`src/rtl/pdpu_chunk_sequencer.sv`:
```
// Issue/recirculate sequencer for a combinational PDPU: streams N-lane operand beats,
// folds each partial result back into the accumulator and emits one result per vector.
module pdpu_chunk_sequencer #(
    parameter int N         = 4,
    parameter int n_i       = 8,
    parameter int n_o       = 16,
    parameter int CNT_WIDTH = 16
) (
    input  logic                 clk_i,
    input  logic                 rst_i,
    input  logic                 flush_i,

    input  logic                 in_valid_i,
    output logic                 in_ready_o,
    input  logic [N*n_i-1:0]     in_operands_a_i,
    input  logic [N*n_i-1:0]     in_operands_b_i,
    input  logic                 in_last_i,
    input  logic [n_o-1:0]       acc_init_i,

    output logic [N*n_i-1:0]     pdpu_operands_a_o,
    output logic [N*n_i-1:0]     pdpu_operands_b_o,
    output logic [n_o-1:0]       pdpu_acc_o,
    input  logic [n_o-1:0]       pdpu_result_i,

    output logic                 out_valid_o,
    input  logic                 out_ready_i,
    output logic [n_o-1:0]       out_result_o,
    output logic [CNT_WIDTH-1:0] out_beats_o
);

    logic [N*n_i-1:0]     op_a_q;
    logic [N*n_i-1:0]     op_b_q;
    logic                 op_valid_q;
    logic                 op_last_q;
    logic                 first_q;
    logic [n_o-1:0]       acc_q;
    logic [CNT_WIDTH-1:0] beat_cnt_q;
    logic                 out_valid_q;
    logic [n_o-1:0]       out_result_q;
    logic [CNT_WIDTH-1:0] out_beats_q;

    logic stall;
    logic accept;
    logic op_step;
    logic op_finish;

    // Only a finished vector waiting on a full, unread output register blocks the pipe.
    assign stall     = op_valid_q & op_last_q & out_valid_q & ~out_ready_i;
    assign in_ready_o = ~stall & ~rst_i & ~flush_i;
    assign accept    = in_valid_i & in_ready_o;
    assign op_step   = op_valid_q & ~op_last_q & ~stall;
    assign op_finish = op_valid_q & op_last_q & ~stall & ~flush_i;

    assign pdpu_operands_a_o = op_a_q;
    assign pdpu_operands_b_o = op_b_q;
    assign pdpu_acc_o        = acc_q;
    assign out_valid_o       = out_valid_q;
    assign out_result_o      = out_result_q;
    assign out_beats_o       = out_beats_q;

    always_ff @(posedge clk_i or posedge rst_i) begin
        if (rst_i) begin
            op_a_q     <= '0;
            op_b_q     <= '0;
            op_valid_q <= 1'b0;
            op_last_q  <= 1'b0;
        end else if (flush_i) begin
            op_valid_q <= 1'b0;
        end else if (accept) begin
            op_a_q     <= in_operands_a_i;
            op_b_q     <= in_operands_b_i;
            op_valid_q <= 1'b1;
            op_last_q  <= in_last_i;
        end else if (!stall) begin
            op_valid_q <= 1'b0;
        end
    end

    always_ff @(posedge clk_i or posedge rst_i) begin
        if (rst_i) begin
            first_q    <= 1'b1;
            beat_cnt_q <= '0;
        end else if (flush_i) begin
            first_q    <= 1'b1;
            beat_cnt_q <= '0;
        end else if (accept) begin
            first_q <= in_last_i;
            if (first_q) begin
                beat_cnt_q <= CNT_WIDTH'(1);
            end else if (beat_cnt_q != '1) begin
                beat_cnt_q <= beat_cnt_q + CNT_WIDTH'(1);
            end
        end
    end

    // A first beat is only accepted when the op stage is empty or holds a last beat,
    // so the two writers below never collide.
    always_ff @(posedge clk_i or posedge rst_i) begin
        if (rst_i) begin
            acc_q <= '0;
        end else if (accept && first_q) begin
            acc_q <= acc_init_i;
        end else if (op_step) begin
            acc_q <= pdpu_result_i;
        end
    end

    always_ff @(posedge clk_i or posedge rst_i) begin
        if (rst_i) begin
            out_valid_q  <= 1'b0;
            out_result_q <= '0;
            out_beats_q  <= '0;
        end else if (op_finish) begin
            out_valid_q  <= 1'b1;
            out_result_q <= pdpu_result_i;
            out_beats_q  <= beat_cnt_q;
        end else if (out_valid_q && out_ready_i) begin
            out_valid_q <= 1'b0;
        end
    end

endmodule

```
`config.mk`:
```
export PLATFORM = sky130hd
export DESIGN_NAME = pdpu_chunk_sequencer
export DESIGN_NICKNAME = d
export VERILOG_FILES = /design/src/rtl/pdpu_chunk_sequencer.sv
export SDC_FILE = /design/constraint.sdc
export NUM_CORES = 1
export LEC_CHECK = 0
export CAP_MARGIN = 20
export CORE_AREA = 8 8 128 130
export DETAILED_ROUTE_END_ITERATION = 6
export DIE_AREA = 0 0 136 138
export GPL_ROUTABILITY_DRIVEN = 0
export MAX_ROUTING_LAYER = met4
export PLACE_DENSITY = 0.73
export SETUP_SLACK_MARGIN = 0.3
export SKIP_LAST_GASP = 1
export SLEW_MARGIN = 20
export SYNTH_ARGS = -nofsm -noshare
export SYNTH_HDL_FRONTEND = slang
export SYNTH_SLANG_ARGS = --single-unit
```
`constraint.sdc`:
```
create_clock -name clk_i -period 12.2 [get_ports clk_i]
set_input_delay 2.44 -clock clk_i [delete_from_list [all_inputs] [get_ports clk_i]]
set_output_delay 2.44 -clock clk_i [all_outputs]
set_load 0.02 [all_outputs]
```
### Word-level counts from Yosys, hierarchy flattened

Cells that the tools add are included.

| word-level totals | value |
|---|---|
| word-level logic and storage cells | 49 |
| register bits | 132 |
| input port bits | 102 |

| operators by class | value |
|---|---|
| muxes and demuxes | 13 |
| equality and inequality tests | 2 |
| bitwise logic cells | 15 |
| add/sub/neg operators | 1 |
| reduce and logical (&&, ||, !) cells | 8 |

Operators with widths:

| cell | count |
|---|---|
| 2-to-1 mux 16 bit | 6 |
| adder 16 x 1 -> 16 bit (second input constant) | 1 |
| != test 16 bit (second input constant) | 1 |
| AND 1 bit | 10 |
| 2-to-1 mux 1 bit | 7 |
| nonzero test 2 bit | 3 |
| NOT 1 bit | 5 |
| AND reduction 2 bit | 2 |
| != test 3 x 2 -> 1 bit (second input constant) | 1 |
| nonzero test 3 bit | 1 |
| logical AND 1 bit | 2 |

### Logic depth before layout (Yosys ltp)

| logic depth | value |
|---|---|
| depth after elaboration | 9 |
| mapped depth | 6 |
| mapped depth without buffers | 5 |

### Worst setup path after synthesis

Ideal clock, no wire load.

| timing | value |
|---|---|
| kind | input to register |
| start | in rst_i |
| end | reg beat_cnt_q[15] |
| buffers on the path | 0 |
| library setup time | 127 ps |
| data arrival time | 6419 ps |
| stages on the path | 3 |
| path slack | 5654 ps |
| cell sequence | inv_1 > a31oi_1 > a221o_1 |

| on the way | value |
|---|---|
| longest elaborated chain between the ends | 6 |

Ends and longest elaborated chain:

| what | line | source |
|---|---|---|
| start: declaration | 10 | `input logic rst_i,` |
| NOT 1 bit | 49 | `assign in_ready_o = ~stall & ~rst_i & ~flush_i;` |
| AND 1 bit (2 in series) | 49 |  |
| AND 1 bit | 50 | `assign accept = in_valid_i & in_ready_o;` |
| nonzero test 2 bit (no source line) | -- |  |
| AND reduction 2 bit (no source line) | -- |  |
| end signal: assignment | 91 | `beat_cnt_q <= beat_cnt_q + CNT_WIDTH'(1);` |
| end: declaration | 37 | `logic [CNT_WIDTH-1:0] beat_cnt_q;` |

Every way passes these cells.
A chain may end at the register's enable or synchronous reset.

### Worst setup path in the final report

| timing | value |
|---|---|
| start | in flush_i |
| end | out in_ready_o |

| on the way | value |
|---|---|
| longest elaborated chain between the ends | 2 |

Ends and longest elaborated chain:

| what | line | source |
|---|---|---|
| start: declaration | 11 | `input logic flush_i,` |
| NOT 1 bit (no source line) | -- |  |
| AND 1 bit | 49 |  |
| end: declaration | 14 | `output logic in_ready_o,` |

Every way passes these cells.

==> flow_summary_export.csv <==
group,metric,value,unit
grt,grt_max_degree,73,
synth,syn_area_per_cell,10.1,µm²
sta,setup_tns,0,ns
die,initial_core_util,38.9,%
die,die-area,18800,µm²
power,totalPowerFinal,1.35,mW
clocking,cts_buffers,17,
die,io_pins,216,
worst_setup_path,crit_fanout,20,
worst_setup_path,crit_slowest_cell,"clkdlybuf4s50_1",
routing,first_iter_violations,362,
run,cap_violations,0,
power,leakage,3.94,nW
sta,setup_slack,5.51,ns
clocking,clock_path_buffers,2,
sta,period_minus_slack,6.69,ns
power,peakVddDrop,105,µV
worst_setup_path,crit_type,"in2out",
synth,synth_top_area_share,58.8,%
power,power_switching,0.377,mW
routing,antenna_left,0,
die,die_h,138,µm
synth,synth_top_area_cell,"dfrtp_1",
die,dieWidth,136,µm
sta,period_share,54.8,%
sta,worst_slew_pin_slew,1.04,ns
worst_setup_path,cpMostUsedCell,"clkdlybuf4s50_1",
placed_design,dp_slack,5.56,ns
clocking,cts_root_buf,"clkbuf_16",
status,status,"finished, final reports clean",
synth,synthCells,552,
sta,fmax,150,MHz
synth,synthTopCellsByArea,"dfrtp_1, nand2_1, mux2_2",
clocking,cts_setup_buffers,0,
sta,rsz0062_at_grt,"false",
routing,drc,0,
synth,syn_area,5570,µm²
sta,final-setup-viol-count,0,
grt,grt_pass1_vias,5003,
cells_and_area,drive_above_1_share,9.20,%
power,clockPowerShare,35.2,%
cells_and_area,nFillCells,1185,
routing,viasPerCell,5.07,
cells_and_area,area_growth,51.3,%
clocking,cts_resized,0,
grt,gr-total-overflow,0,
sta,finalHoldViolCount,0,
synth,synth-async-reset-ratio,100,%
synth,synthFlopType,"dfrtp_1",
routing,drt-pass1-iter-count,5,
grt,grt_pass1_wl,25900,µm
synth,synth_warnings,0,
worst_setup_path,r2r_end,"beat_cnt_q[2]$_DFFE_PP0P_",
die,core_area,14300,µm²
grt,grtUsageTotal,17.9,%
power,intPower,0.977,mW
synth,synth-edff-count,0,
routing,wire_per_inst,16.9,µm
cells_and_area,fin_nets,863,
clocking,htreeDepth,4,
clocking,clk_pin_slew,0.05,ns
power,comb_power_share,25.0,%
sta,slew_headroom,30.5,%
worst_setup_path,reg2reg_setup_slack,10.06,ns
clocking,postCtsHoldBufs,0,
power,power.density,161,nW/µm²
worst_hold_path,min_from,"pdpu_operands_b_o[30]$_DFFE_PP0P_",
synth,synth_cell_types,43,
sta,final_max_slew_viol_count,0,
worst_hold_path,whs_path_depth,2,
power,swShare,27.9,%
clocking,clk-insertion-delay-late,0.41,ns
sta,hold_slack,0.469,ns
placed_design,portBuffers,215,
synth,synthesis.nets,655,
sta,fin_skew,0.00785,ns
worst_setup_path,crit_path_end_kind,"primary output",
die,num_rows,44,
synth,synth-seq-cells,132,
placed_design,dp_hpwl,11800,µm
worst_setup_path,rr_worst_depth,5,
worst_setup_path,path_cells,"clkdlybuf4s50_1 -> nor3_1 -> clkdlybuf4s50_1",
worst_setup_path,critical_path.max_stage_delay,0.82,ns
synth,synth-seq-area-share,59.3,%
grt,antenna_found_initial,0,
worst_hold_path,hold_end,"pdpu_operands_b_o[30]$_DFFE_PP0P_",
cells_and_area,n_antenna_cell,0,
routing,drt_wl_total,16100,µm
clocking,cts_tree,"done",
power,seqPwrFrac,39.7,%
worst_setup_path,critPathRequiredTime,9.76,ns
routing,num_vias,4848,
worst_hold_path,hp-class,"reg2reg",
worst_setup_path,startpoint_type,"input port",
clocking,cts_num_sinks,132,
worst_setup_path,arrival,4.25,ns
worst_setup_path,reg2reg_from,"op_last_q$_DFFE_PP0P_",
cell usage after synthesis, types with 3 or more instances:
| master | count |
|---|---|
| nand4_1 | 11 |
| o311ai_0 | 3 |
| mux2i_1 | 18 |
| nor2_1 | 28 |
| o21ai_0 | 3 |
| or3_1 | 3 |
| clkbuf_1 | 15 |
| a41oi_1 | 3 |
| o211ai_1 | 10 |
| nand2_1 | 200 |
| a21oi_1 | 19 |
| a211o_1 | 3 |
| nand2b_1 | 4 |
| dfrtp_1 | 131 |
| mux2_2 | 32 |
| nand3_1 | 15 |
| inv_1 | 4 |
| a31oi_1 | 3 |
| buf_2 | 15 |
| and3_1 | 3 |
logic make-up after synthesis:
| logic type | share of synthesized area [%] |
|---|---|
| buf+inv | 2.63 |
| flops | 59.3 |
| mux | 9.70 |
| fa+ha+maj | 0.225 |
| compound gates | 6.29 |
| simple gates | 21.8 |
cell type report:
type,instances,area (µm²),share of cell area (%)
clock buffers,27,513,6.09
inverters,4,17.5,0.208
repair buffers,219,2180,25.9
well taps,184,230,2.73
clock inverters,4,45.0,0.535
multi-input cells,386,2130,25.3
flip-flops and latches,132,3300,39.2
state kept, by name (all words and copies together) (netlist names):
signal / flops
pdpu_acc_o: 16
op_last_q: 1
out_valid_o: 1
beat_cnt_q: 16
pdpu_operands_b_o: 32
op_valid_q: 1
out_beats_o: 16
pdpu_operands_a_o: 32
first_q: 1
out_result_o: 16
metal layers:
layer,vias up,global-route usage [%],routed length [µm]
li1,2275,-,-
met1,2331,20.7,6560
met2,212,26.7,7540
met3,30,7.36,1600
met4,0,7.69,448
met5,-,-,0
cells in the final DEF (no fill, tap or decap), types with 3 or more instances in the layout:
master,netlist,final
nand2b_1,4,4
a31oi_1,3,3
inv_1,4,3
a41oi_1,3,3
buf_4,0,4
clkbuf_1,15,5
o311ai_0,3,3
mux2_2,32,32
nand2_1,200,199
mux2i_1,18,18
a21oi_1,19,19
o21ai_0,3,3
or3_1,3,3
nor2_1,28,27
nand4_1,11,11
clkbuf_16,0,17
clkinv_2,0,3
nand3_1,15,14
a211o_1,3,3
clkbuf_8,0,5
o211ai_1,10,10
dfrtp_1,131,131
and3_1,3,3
clkdlybuf4s50_1,0,215
per-stage QoR:
step	util [%]	instances	area, µm²
2_1_floorplan	-	552	5570
3_3_place_gp	54.9	925	7860
3_5_place_dp	54.9	925	7860
4_1_cts	58.8	956	8420
5_1_grt	58.9	956	8430
6_report	58.9	956	8430
power groups by stage:
stage	registers (mW)	clock network, mW	logic, mW
floorplan	0.619	0	0.0740
global placement	0.541	0	0.337
detailed placement	0.545	0	0.343
CTS	0.539	0.490	0.344
global route	0.547	0.510	0.361
finish	0.538	0.477	0.339
worst max-delay path by stage:
stage,start,end,slack [ns],cells past startpoint
6_report,flush_i,in_ready_o,5.51,3
2_1_floorplan,rst_i,beat_cnt_q[15]$_DFFE_PP0P_,5.65,3
4_1_cts,flush_i,in_ready_o,5.55,3
5_1_grt,flush_i,in_ready_o,5.39,3
3_3_place_gp,flush_i,in_ready_o,5.57,3
3_5_place_dp,flush_i,in_ready_o,5.56,3
worst max-delay path: cells and delay by family:
| family | cells | cell delay, ns |
|---|---|---|
| simple gates | 1 | 0.35 |
| buf+inv | 2 | 1.46 |
Power figures use the tool's default switching activity.
